===== config.mk =====
export PLATFORM = sky130hd
export DESIGN_NAME = bp_update_sched
export DESIGN_NICKNAME = d
export VERILOG_FILES = /design/src/rtl/bp_pkg.sv /design/src/rtl/bp_fifo.sv /design/src/rtl/bp_update_sched.sv
export SDC_FILE = /design/constraint.sdc
export NUM_CORES = 1
export LEC_CHECK = 0
export CAP_MARGIN = 25
export CORE_UTILIZATION = 59
export CTS_CLUSTER_SIZE = 8
export DETAILED_ROUTE_END_ITERATION = 8
export PLACE_DENSITY = 0.84
export RECOVER_POWER = 25
export SLEW_MARGIN = 10
export SYNTH_ARGS = -nofsm -noshare
export SYNTH_HDL_FRONTEND = slang
export SYNTH_SLANG_ARGS = --single-unit

===== constraint.sdc =====
create_clock -name clk -period 4 [get_ports clk]
set_input_delay 1.2 -clock clk [delete_from_list [all_inputs] [get_ports clk]]
set_output_delay 1.2 -clock clk [all_outputs]
set_load 0.01 [all_outputs]

===== src/rtl/bp_pkg.sv =====
// Shared types and defaults for the branch-predictor update scheduler.
// The bp_entry_t layout uses the default index width; other widths use a local struct.
package bp_pkg;

    localparam int BP_IDX_W = 6;
    localparam int BP_DEPTH = 4;

    typedef struct packed {
        logic [BP_IDX_W-1:0] idx;
        logic                taken;
    } bp_entry_t;

    typedef enum logic [1:0] {
        IDLE    = 2'd0,
        ACTIVE  = 2'd1,
        RECOVER = 2'd2
    } bp_state_e;

endpackage


===== src/rtl/bp_fifo.sv =====
// In-order circular buffer of outstanding predictions with push/pop/clear.
// Occupancy is kept separately so that full and empty are distinguishable.
module bp_fifo
    import bp_pkg::*;
#(
    parameter int  DEPTH   = BP_DEPTH,
    parameter type entry_t = bp_entry_t
) (
    input  logic                     clk,
    input  logic                     rst_n,
    input  logic                     push,
    input  entry_t                   din,
    input  logic                     pop,
    input  logic                     clear,
    output entry_t                   head,
    output logic [$clog2(DEPTH):0]   occupancy
);

    localparam int PTR_W = $clog2(DEPTH);
    localparam int OCC_W = PTR_W + 1;

    entry_t             mem [DEPTH];
    logic [PTR_W-1:0]   wr_ptr;
    logic [PTR_W-1:0]   rd_ptr;

    assign head = mem[rd_ptr];

    always_ff @(posedge clk) begin
        if (push && !clear) begin
            mem[wr_ptr] <= din;
        end
    end

    always_ff @(posedge clk or negedge rst_n) begin
        if (!rst_n) begin
            wr_ptr    <= '0;
            rd_ptr    <= '0;
            occupancy <= '0;
        end else if (clear) begin
            wr_ptr    <= '0;
            rd_ptr    <= '0;
            occupancy <= '0;
        end else begin
            if (push) wr_ptr <= wr_ptr + PTR_W'(1);
            if (pop)  rd_ptr <= rd_ptr + PTR_W'(1);
            case ({push, pop})
                2'b10:   occupancy <= occupancy + OCC_W'(1);
                2'b01:   occupancy <= occupancy - OCC_W'(1);
                default: occupancy <= occupancy;
            endcase
        end
    end

endmodule


===== src/rtl/bp_update_sched.sv =====
// Pattern-table update scheduler: queues ID predictions, matches in-order resolves,
// emits one update per resolved branch and a redirect on mispredict. Optional: BP_STATS_EN.
module bp_update_sched
    import bp_pkg::*;
#(
    parameter int DEPTH       = BP_DEPTH,
    parameter int IDX_W       = BP_IDX_W,
    parameter int RECOVER_CYC = 2
) (
    input  logic                    clk,
    input  logic                    rst_n,
    input  logic                    enq_valid,
    input  logic [IDX_W-1:0]        enq_idx,
    input  logic                    enq_taken,
    output logic                    enq_ready,
    input  logic                    res_valid,
    input  logic                    res_taken,
    input  logic                    squash,
    output logic                    upd_valid,
    output logic [IDX_W-1:0]        upd_idx,
    output logic                    upd_inc,
    output logic                    mispredict,
    output logic [$clog2(DEPTH):0]  occupancy
`ifdef BP_STATS_EN
    ,
    output logic [31:0]             stat_branches,
    output logic [31:0]             stat_miss
`endif
);

    localparam int OCC_W = $clog2(DEPTH) + 1;
    localparam int RC_W  = $clog2(RECOVER_CYC + 1);

    localparam logic [1:0] ST_IDLE    = IDLE;
    localparam logic [1:0] ST_ACTIVE  = ACTIVE;
    localparam logic [1:0] ST_RECOVER = RECOVER;

    typedef struct packed {
        logic [IDX_W-1:0] idx;
        logic             taken;
    } entry_t;

    logic [1:0]      state;
    logic [RC_W-1:0] rcnt;
    entry_t          head;
    entry_t          din;
    logic            enq_acc;
    logic            res_act;
    logic            mis;
    logic            fifo_push;
    logic            fifo_pop;
    logic            fifo_clear;

    assign enq_ready = (state != ST_RECOVER) && (occupancy < OCC_W'(DEPTH));
    assign enq_acc   = enq_valid && enq_ready;
    assign res_act   = res_valid && (occupancy != '0);
    assign mis       = res_act && (head.taken != res_taken);

    // A miss or squash kills everything younger, including a same-cycle enqueue.
    assign fifo_clear = squash || mis;
    assign fifo_push  = enq_acc && !fifo_clear;
    assign fifo_pop   = res_act && !fifo_clear;
    assign din        = '{idx: enq_idx, taken: enq_taken};

    bp_fifo #(
        .DEPTH   (DEPTH),
        .entry_t (entry_t)
    ) u_fifo (
        .clk       (clk),
        .rst_n     (rst_n),
        .push      (fifo_push),
        .din       (din),
        .pop       (fifo_pop),
        .clear     (fifo_clear),
        .head      (head),
        .occupancy (occupancy)
    );

    always_ff @(posedge clk or negedge rst_n) begin
        if (!rst_n) begin
            state <= ST_IDLE;
            rcnt  <= '0;
        end else if (squash) begin
            state <= ST_IDLE;
            rcnt  <= '0;
        end else begin
            case (state)
                ST_IDLE: begin
                    if (fifo_push) state <= ST_ACTIVE;
                end
                ST_ACTIVE: begin
                    if (mis) begin
                        state <= ST_RECOVER;
                        rcnt  <= RC_W'(RECOVER_CYC);
                    end else if (fifo_pop && !fifo_push && occupancy == OCC_W'(1)) begin
                        state <= ST_IDLE;
                    end
                end
                ST_RECOVER: begin
                    rcnt <= rcnt - RC_W'(1);
                    if (rcnt == RC_W'(1)) state <= ST_IDLE;
                end
                default: state <= ST_IDLE;
            endcase
        end
    end

    always_ff @(posedge clk or negedge rst_n) begin
        if (!rst_n) begin
            upd_valid  <= 1'b0;
            upd_idx    <= '0;
            upd_inc    <= 1'b0;
            mispredict <= 1'b0;
        end else begin
            upd_valid  <= res_act;
            mispredict <= mis && !squash;
            if (res_act) begin
                upd_idx <= head.idx;
                upd_inc <= ~res_taken;
            end
        end
    end

`ifdef BP_STATS_EN
    always_ff @(posedge clk or negedge rst_n) begin
        if (!rst_n) begin
            stat_branches <= '0;
            stat_miss     <= '0;
        end else begin
            if (res_act)          stat_branches <= stat_branches + 32'd1;
            if (mis && !squash)   stat_miss     <= stat_miss + 32'd1;
        end
    end
`endif

endmodule


# Word-level counts from Yosys, hierarchy flattened
# Memories as Yosys holds them, arrays and structs flattened.
# Cells that the tools add are included.
[totals]
out_inout_bits = 13
mem_bits_rw = 28
regBits = 20
n_memories = 1
[classes]
reduce_logical = 22
mux = 17
eq_ne = 12
add_sub_neg = 5
order_cmp = 1
bitwise_logic = 1
[memory_table]
columns = ["name", "words", "width", "rd", "rd_clocked_by_memory_dff", "write_ports", "line_no", "text"]
rows = [
  ["u_fifo.mem", 4, 7, 1, 0, 1, "bp_fifo.sv:22", "entry_t mem [DEPTH];"],
]
[op_table]
columns = ["op", "n"]
rows = [
  ["$mux 2", 11],
  ["$logic_and 1x1->1", 10],
  ["$ne 3x3->1 const B", 3],
  ["$reduce_bool 3->1", 3],
  ["$eq 2x1->1 const B", 3],
  ["$pmux 2 s3", 1],
  ["$pmux 3 s2", 1],
  ["$add 2x1->2 const B", 2],
  ["$eq 2x2->1 const B", 2],
  ["$ne 4x4->1 const B", 1],
  ["$pmux 2 s2", 1],
  ["$reduce_bool 2->1", 2],
  ["$add 3x1->3 const B", 1],
  ["$eq 3x1->1 const B", 1],
  ["$logic_not 1->1", 3],
  ["$lt 3x3->1 const B", 1],
  ["$mux 3", 1],
  ["$reduce_and 3->1", 1],
  ["$sub 3x1->3 const B", 1],
  ["$logic_not 2->1", 1],
  ["$mux 1", 2],
  ["$ne 2x2->1 const B", 1],
  ["$reduce_and 2->1", 1],
  ["$sub 2x1->2 const B", 1],
  ["other kinds (3)", 3],
]

# Logic depth before layout (Yosys ltp)
# Gate-level depths: netlist of the first run.
[depth]
word_depth = 13
depth_mapped = 8
mapped_depth_nobuf = 7

# Hierarchy
# Synthesis of the first run repeated with hierarchy kept, for this count alone.
[hier_totals]
cells_unflattened = 137
hier_area_um2 = 2042.0
[modules_own_cells]
columns = ["module", "n_inst", "cells_per_inst", "area_per_inst_um2"]
rows = [
  ["bp_fifo", 1, 78, 1451.4],
  ["bp_update_sched", 1, 59, 590.6],
]

# Worst setup path before layout of the first run
# OpenSTA, ideal clock, no wires.
[synth_timing]
path_kind = "input port to flip-flop"
from = "in res_taken"
to = "mem u_fifo.mem[0][0] (netlist bit) (enable)"
required_ps = 3674
slack_ps = 1450
arrival_ps = 2224
setup_ps = 326
stages = 4
path_cell_list = "or2b_1 mux2_4 a31oi_1 and3_1"
[synth_via]
elab_chain_cells = 8
[synth_lines]
columns = ["element", "line_no", "text"]
rows = [
  ["start, declared", "bp_update_sched.sv:17", "input logic res_taken,"],
  ["$ne 1x1->1 *", "bp_update_sched.sv:57", "assign mis = res_act && (head.taken != res_taken);"],
  ["$logic_and 1x1->1 *", "bp_update_sched.sv:57", ""],
  ["$logic_or 1x1->1 *", "bp_update_sched.sv:60", "assign fifo_clear = squash || mis;"],
  ["$logic_not 1->1 *", "bp_fifo.sv:29, bp_update_sched.sv:61", ""],
  ["$logic_and 1x1->1", "bp_update_sched.sv:61", "assign fifo_push = enq_acc && !fifo_clear;"],
  ["$logic_and 1x1->1 *", "bp_fifo.sv:29", "if (push && !clear) begin"],
  ["$mux 1 *", "bp_fifo.sv:29", ""],
  ["$mux 1 (not written as such) *", "bp_fifo.sv:30", "mem[wr_ptr] <= din;"],
  ["end, declared", "bp_fifo.sv:22", ""],
]
# Mark *: on every way between the ends. The rest lies on a longest branch, timed or not.

# Worst setup path after layout of the first run
[layout_timing]
from = "in res_taken"
to = "mem u_fifo.mem[2][1] (netlist bit) (enable)"
# The elaborated chain is that of the path after synthesis.

==> results list, run 1 <==
* Iteration count of the initial detailed-routing pass: 4
* Maximum fanout along the worst path: 7
- Die Width: 63.03 microns
- Hold violation count in the final report: 0
- Overall track demand over capacity in global routing: 0.2409
- Number of inserted diodes: 0
* Delay contributed by the slowest stage of the critical path: 470 ps
- Routed WL: 4.071 mm
- Yosys cell types: 42
* Quantity of hold-fixing buffers added after cts: 0
* Power per cell area: 584.6 nW/um^2
- The total area inside the core boundary comes to 3442 sq um.
- STA classifies the critical path startpoint as an input port.
- In this run the remaining antenna-violating nets after routing total 0.
- After detailed routing, the number of vias per cell comes to 5.793.
* Routability Congestion: 0.8026
- The flow ran to the end, and the final reports show no timing, DRC or antenna violations.
- Sequential share of the synthesized area: 0.6105
- Sorting the synthesized cells by area gives the leading types as sky130_fd_sc_hd__edfxtp_1 38%, sky130_fd_sc_hd__dfrtp_1 23%, sky130_fd_sc_hd__mux4_1 7.2%, sky130_fd_sc_hd__ha_1 5.1%, sky130_fd_sc_hd__nand2_1 3.9%.
- Htree depth: 2
- Synthesis-to-layout area growth: 18.34%
* Number of core rows: 21
- Number of design rule violations left after detail routing: 0
- Sequential cell fraction of total power: 0.449
- The signal on the critical path passes through clkdlybuf4s50_1, or2b_1, mux2_4, a31oi_1, and3_1.
* Total Neg Setup Slack: 0 ps
- Synthesis warning total: 0
- Total power for the finished layout comes to 1.520 mW.
* Relative slew slack: 0.4001
* Reg2reg path depth: 4
* Slowest-stage cell, CP: sky130_fd_sc_hd__clkdlybuf4s50_1
* Post-synth top area cell: sky130_fd_sc_hd__edfxtp_1
- LEAKAGE: 1.017 nW
* Total of buffers placed on input and output ports: 25
* Final instance count without filler cells: 232
* Fraction of synthesis flops using an asynchronous set or reset pin: 0.4167
- Y dimension of the die: 63.03 microns
- In this run the count of I/O pins placed on the die edge is 26.
* Global-route wire length before repair: 6.837 mm
- Post-synthesis cell area: 2197 sq um
- Summing all placed instances gives a cell area of 2484 sq um.
* Most frequent cell after synthesis: sky130_fd_sc_hd__edfxtp_1
- Across all hold checks on the routed design, the worst slack comes to 485.8 ps.
- Setup repair after global routing left no endpoint under its margin.
* Number of sinks on the clock net: 48
- The share of total power dissipated in combinational logic is 0.320.
- Layout cells sized above 1: 0.1183
* Type of the worst min-delay path: flip-flop to flip-flop
- Net switching component of the power: 475.6 uW
- Number of enable flip-flop cells after synthesis: 28
- STA classifies the critical path endpoint as a flip-flop.
- TritonCTS clock tree: done
- Number of placed cells counting well taps: 224
- STA puts the critical path data required time at 3970 ps.
* Post-CTS resize count: 0
- Number of max-cap violations: 0
- The HPWL after detailed placement is 2.807 mm.
- Counting every net in the synthesized netlist gives 179.
- The synthesized design contains 48 register bits.
- Clock network fraction of total power: 0.231
- DR iter-0 viols: 77
- Counting every instance in the synthesized netlist gives 157.
- For this run the aggregate overflow at the end of global routing stands at 0.
- Internal power contribution: 1.044 mW
- Pin count of the biggest net entering global routing: 21
- Actual slew at the worst max-slew pin: 897.0 ps
- Clock-pin slew on the worst setup and hold paths: 90 ps
- Highest ir drop seen on vdd: 0.0003500 V
- Routed vias: 1344
* Antenna violations before repair: 0
- Final instance area: 2600 sq um
- Clock Tree Buf Depth: 2
- Min Clock Period, post-route: 3008 ps
- After detailed routing, the average wire length per cell comes to 17.55 microns.
- Share of total power consumed by net switching: 0.3129
- Share of the synthesized area in the top cell type: 0.3827
- The average instance in the mapped netlist occupies 13.99 sq um.
- At the later pin of the worst-skew pair, clock insertion delay measures 300 ps.
- Cell at the root of the clock tree: sky130_fd_sc_hd__clkbuf_8
- The worst setup path is of the input port to flip-flop kind.
- Signal arrival time at the worst endpoint: 2980 ps
- Max Clock Freq: 0.3325 GHz
- Across the routed clock network, the largest skew measured is 5.314 ps.
- The total count of max-transition violations in the final report came to 0.
* Period utilisation layout: 0.7519
- Most used standard cells in the synthesized netlist: 28 x sky130_fd_sc_hd__edfxtp_1, 23 x sky130_fd_sc_hd__nand2_1, 20 x sky130_fd_sc_hd__dfrtp_1
- Counting instances, the worst hold path has a depth of 2.
- The floorplan step defined a die boundary enclosing 3972 sq um.
- Setup violations remaining at the end of the flow were counted as 0.
* Setup Fix Bufs, Post-CTS: 0
* Num CTS Buffers: 5
* Most instantiated flip-flop cell in the synthesis netlist: sky130_fd_sc_hd__edfxtp_1
* Starting density of the core: 0.6383
- The via count of the first global-routing pass was 1353.
- Final layout net count: 207
==> layer usage <==
metal,share of wire,GRT usage,vias up
li1,-,-,628
met1,0.45,0.3195,671
met2,0.50,0.3804,39
met3,0.033,0.06569,6
met4,0.017,0.08721,0
met5,0,0,-
==> placed cells by master, fill, tap and decap left out, types with 2 or more instances in the layout <==
cell type,instances
sky130_fd_sc_hd__buf_4,2
sky130_fd_sc_hd__dlygate4sd3_1,7
sky130_fd_sc_hd__mux4_1,6
sky130_fd_sc_hd__edfxtp_1,28
sky130_fd_sc_hd__nor2_1,10
sky130_fd_sc_hd__ha_1,9
sky130_fd_sc_hd__dfrtp_1,20
sky130_fd_sc_hd__clkinv_4,2
sky130_fd_sc_hd__a21oi_1,6
sky130_fd_sc_hd__a221oi_2,2
sky130_fd_sc_hd__o21ai_0,3
sky130_fd_sc_hd__nor3b_1,2
sky130_fd_sc_hd__nand2_1,23
sky130_fd_sc_hd__clkdlybuf4s50_1,18
sky130_fd_sc_hd__mux2i_1,2
sky130_fd_sc_hd__clkbuf_8,5
sky130_fd_sc_hd__nor3_2,2
sky130_fd_sc_hd__and3_1,4
sky130_fd_sc_hd__inv_1,8
sky130_fd_sc_hd__nand2b_1,3
==> metrics by stage <==
step	setup slack, ps	utilization
floorplan	1450	-
global placement	775.8	0.7216
detailed placement	690.9	0.7216
CTS	1005	0.7554
global route	861.5	0.7554
finish	992.4	0.7554
==> worst max-delay path: cells and delay by family <==
kind	cells	cell delay (ps)
and+or+nand+nor	2	670
buffers and inverters	1	470
muxes	1	290
AOI/OAI and AO/OA	1	340
==> sequential cells by signal, indices dropped and copies added (netlist names) <==
signal and cells:
u_fifo.occupancy 3, upd_valid 1, u_fifo.mem 28, state 2, upd_idx 6, mispredict 1, upd_inc 1, u_fifo.wr_ptr 2
u_fifo.rd_ptr 2, rcnt 2
==> cell families (layout without fill, tap and decap cells) <==
kind of cell / Yosys count / in the layout / share of synthesized area
compound gates: 20 / 20 / 0.07290
fa+ha+maj: 10 / 10 / 0.05638
flops: 48 / 48 / 0.6105
buf+inv: 14 / 43 / 0.03019
mux: 10 / 10 / 0.09396
simple gates: 53 / 53 / 0.1219
xor+xnor: 2 / 2 / 0.01424
==> path summary, 6_finish.rpt <==
kind / start / end / slack (ps)
worst max-delay path: res_taken / u_fifo.mem[2][1]$_DFFE_PP_ / 990
worst min-delay path: upd_idx[1]$_DFFE_PN0P_ / upd_idx[1]$_DFFE_PN0P_ / 490
worst max register to register: u_fifo.rd_ptr[1]$_DFFE_PN0P_ / u_fifo.mem[2][1]$_DFFE_PP_ / 1670
worst min register to register: upd_idx[1]$_DFFE_PN0P_ / upd_idx[1]$_DFFE_PN0P_ / 490
max in group asynchronous: rst_n / u_fifo.wr_ptr[0]$_DFFE_PN0P_ / 2050
min in group asynchronous: rst_n / state[1]$_DFFE_PN0P_ / 1400
==> power groups by stage <==
stage	clock network [mW]	logic [mW]	registers, mW
after floorplan	0	0.288	0.691
final	0.352	0.486	0.682
after detailed placement	0	0.490	0.690
after global routing	0.378	0.536	0.694
after global placement	0	0.469	0.687
after CTS	0.360	0.494	0.682
==> final cells by class <==
cell class / count / area (sq um)
Clock buffer: 5 / 68.82
Timing Repair Buffer: 27 / 265.3
Fill cell: 218 / 842.1
Sequential cell: 48 / 1341
Tap cell: 46 / 57.56
Inverter: 8 / 30.03
Clock inverter: 3 / 47.55
Multi-Input combinational cell: 95 / 789.5
No activity file was read; power rests on OpenSTA's default activity.
==> run 2: changes to the inputs <==
CORE_UTILIZATION = 55   (was 59)
PLACE_DENSITY = 0.79   (was 0.84)
clock period = 2.95 ns   (was 4 ns; I/O delays follow)
==> run 2 against run 1 <==
  * Die area grew 7.0%
  * Sequential power grew 35%
  * Critical path depth is the same
  * Clock-buffer cell count is the same
  * Via count is the same
  * Combinational power grew 41%
  * Largest cell class unchanged
  * Highest routed layer unchanged
==> results list, run 2 (same netlist as run 1, synthesis figures left out) <==
- Routed WL: 4.268 mm (was 4.071 mm)
* Number of global-route vias before repair: 1382 (was 1353)
* Maximum fanout along the worst path: 7 (unchanged)
- Number of top-level pins: 26 (unchanged)
* Post-CTS resize count: 0 (unchanged)
* Y dimension of the die: 65.21 microns (was 63.03 microns)
* Most frequent standard cell in the layout excluding fill and tap cells: sky130_fd_sc_hd__edfxtp_1 (unchanged)
* Placeable core region: 3744 sq um (was 3442 sq um)
* TritonCTS clock tree: done (unchanged)
- The maximum vdd ir drop is 0.0004880 V (was 0.0003500 V).
* Max reg flops: 28 (unchanged)
* Synthesis-to-layout area growth: 18.28% (was 18.34%)
- The number of sinks handled by clock tree synthesis was 48 (unchanged).
- Num CTS Buffers: 5 (unchanged)
* Number of max-cap violations: 0 (unchanged)
- The area of the die is 4252 sq um (was 3972 sq um).
* Period utilisation layout: 0.8967
- The final estimated routing congestion in global placement came to 0.7895 (was 0.8026).
- The total congestion overflow after global routing was 0 (unchanged).
- Nature of the critical path endpoint: flip-flop (unchanged)
* LEAKAGE: 1.019 nW (was 1.017 nW)
* Min Clock Period, post-route: 2645 ps
- The number of hold violations in the final report is 0 (unchanged).
- The initial antenna violation count was 0 (unchanged).
* Worst setup skew after layout: 4.849 ps (was 5.314 ps)
- Global-route wire length before repair: 6.789 mm (was 6.837 mm)
* Number of inserted diodes: 0 (unchanged)
- Routed vias: 1344 (unchanged)
* Average vias per placed instance: 5.647 (was 5.793)
- Max Clock Freq: 0.3780 GHz
- Multi-input logic area: 789.5 sq um (unchanged)
- Worst hold slack after final layout: 483.1 ps (was 485.8 ps)
* Overall track demand over capacity in global routing: 0.2240 (was 0.2409)
- The total count of max-transition violations in the final report is 0 (unchanged).
* Register ranked first by flip-flop count: u_fifo.mem (unchanged)
- The initial core utilization is 0.5869 (was 0.6383).
- The critical path required time came to 2920 ps (was 3970 ps).
* DR iter-0 viols: 107 (was 77)
* Half-perimeter wire length after detailed placement: 3.186 mm (was 2.807 mm)
- Number of endpoints failing setup at the final stage: 0 (unchanged)
* Quantity of hold-fixing buffers added after cts: 0 (unchanged)
- The clock insertion delay at the later pin of the skew report came to 300 ps (about the same).
- The worst endpoint data arrival time came to 2620 ps (was 2980 ps).
- Htree depth: 2 (unchanged)
- Setup Fix Bufs, Post-CTS: 0 (unchanged)
- Result of the run: completed (unchanged)
* Fillers: 270 (was 218)
- The area occupied by registers is 1341 sq um (unchanged).
- Biggest regs: u_fifo.mem (28), upd_idx (6), u_fifo.occupancy (3) (unchanged).
* Die Width: 65.21 microns (was 63.03 microns)
* Layout cells sized above 1: 0.1263 (was 0.1183)
* Total of buffers placed on input and output ports: 25 (unchanged)
* Power per cell area: 764.3 nW/um^2 (was 584.6 nW/um^2)
- Type of the worst min-delay path: flip-flop to flip-flop (unchanged)
- Wirelength per Cell: 17.93 microns (was 17.55 microns)
- The layout net count came to 211 (was 207).
- Unrepaired setup endpoints after global routing: false (unchanged).
* Remaining antenna violation count: 0 (unchanged)
- The cell at the root of the clock tree was sky130_fd_sc_hd__clkbuf_8 (unchanged).
- Number of core rows: 22 (was 21)
- Clock-pin slew on the worst setup and hold paths: 80 ps (was 90 ps)
- Most frequent cells in the layout: 28 x sky130_fd_sc_hd__edfxtp_1, 23 x sky130_fd_sc_hd__nand2_1, 22 x sky130_fd_sc_hd__clkdlybuf4s50_1, 20 x sky130_fd_sc_hd__dfrtp_1, 10 x sky130_fd_sc_hd__nor2_1 (was 28 x sky130_fd_sc_hd__edfxtp_1, 23 x sky130_fd_sc_hd__nand2_1, 20 x sky130_fd_sc_hd__dfrtp_1, 18 x sky130_fd_sc_hd__clkdlybuf4s50_1, 10 x sky130_fd_sc_hd__nor2_1)
* Total Neg Setup Slack: 0 ps (unchanged)
- The maximum root-to-sink buffer count is 2 (unchanged).
* Iteration count of the initial detailed-routing pass: 4 (unchanged)
- The startpoint type of the worst setup path is an input port (unchanged).
- Actual slew at the worst max-slew pin: 1132 ps (was 897.0 ps)
- Relative slew slack: 0.2456 (was 0.4001)
* Pin count of the biggest net entering global routing: 21 (unchanged)
- The critical setup path kind is input port to flip-flop (unchanged).
* Number of design rule violations left after detail routing: 0 (unchanged)
## run 2: final timing paths
kind	startpoint	end	slack, ps	cells past startpoint
max	res_taken	u_fifo.mem[0][6]$_DFFE_PP_	300	5
min	upd_idx[2]$_DFFE_PN0P_	upd_idx[2]$_DFFE_PN0P_	480	2
max reg2reg	u_fifo.rd_ptr[1]$_DFFE_PN0P_	u_fifo.mem[0][6]$_DFFE_PP_	640	4
min reg2reg	upd_idx[2]$_DFFE_PN0P_	upd_idx[2]$_DFFE_PN0P_	480	2
max in group asynchronous	rst_n	u_fifo.occupancy[0]$_DFFE_PN0P_	960	2
min in group asynchronous	rst_n	u_fifo.occupancy[2]$_DFFE_PN0P_	1320	2
## run 2: power by group
group / internal, mW / leakage, nW / total, mW / switching (mW)
Combinational: 0.342 / 0.456 / 0.683 / 0.340
Sequential: 0.829 / 0.517 / 0.922 / 0.0928
Clock: 0.166 / 0.0460 / 0.382 / 0.216
## run 2: cell type report
type | instances | share of cell area
sequential | 48 | 0.5161
multi-input combinational | 95 | 0.3038
timing repair buffer | 31 | 0.1122
clock buffer | 5 | 0.02648
tap | 48 | 0.02311
inverter | 8 | 0.01156
clock inverter | 3 | 0.006740
## run 2: per-stage QoR
step / area [sq um] / util / std cells / power, mW / setup slack [ps]
after floorplan: 2197 / - / 157 / 1.327 / 715.0
after global placement: 2516 / 0.6721 / 230 / 1.582 / 82.62
after detailed placement: 2516 / 0.6721 / 230 / 1.623 / 2.069
after CTS: 2603 / 0.6952 / 238 / 2.001 / 313.1
after global routing: 2599 / 0.6942 / 238 / 2.107 / 180.5
final: 2599 / 0.6942 / 238 / 1.986 / 304.7
## run 2: routing by layer
layer	vias up	wire, microns	GRT usage
met4	0	46	0.06522
li1	636	-	-
met2	34	2092	0.3660
met1	669	1974	0.3007
met3	5	155	0.05035
met5	-	0	0
## run 2: critical path, cell delays in order
cell	delay, ps
sky130_fd_sc_hd__clkdlybuf4s50_1	460
sky130_fd_sc_hd__or2b_1	250
sky130_fd_sc_hd__mux2_4	270
sky130_fd_sc_hd__a31oi_1	310
sky130_fd_sc_hd__and3_1	430
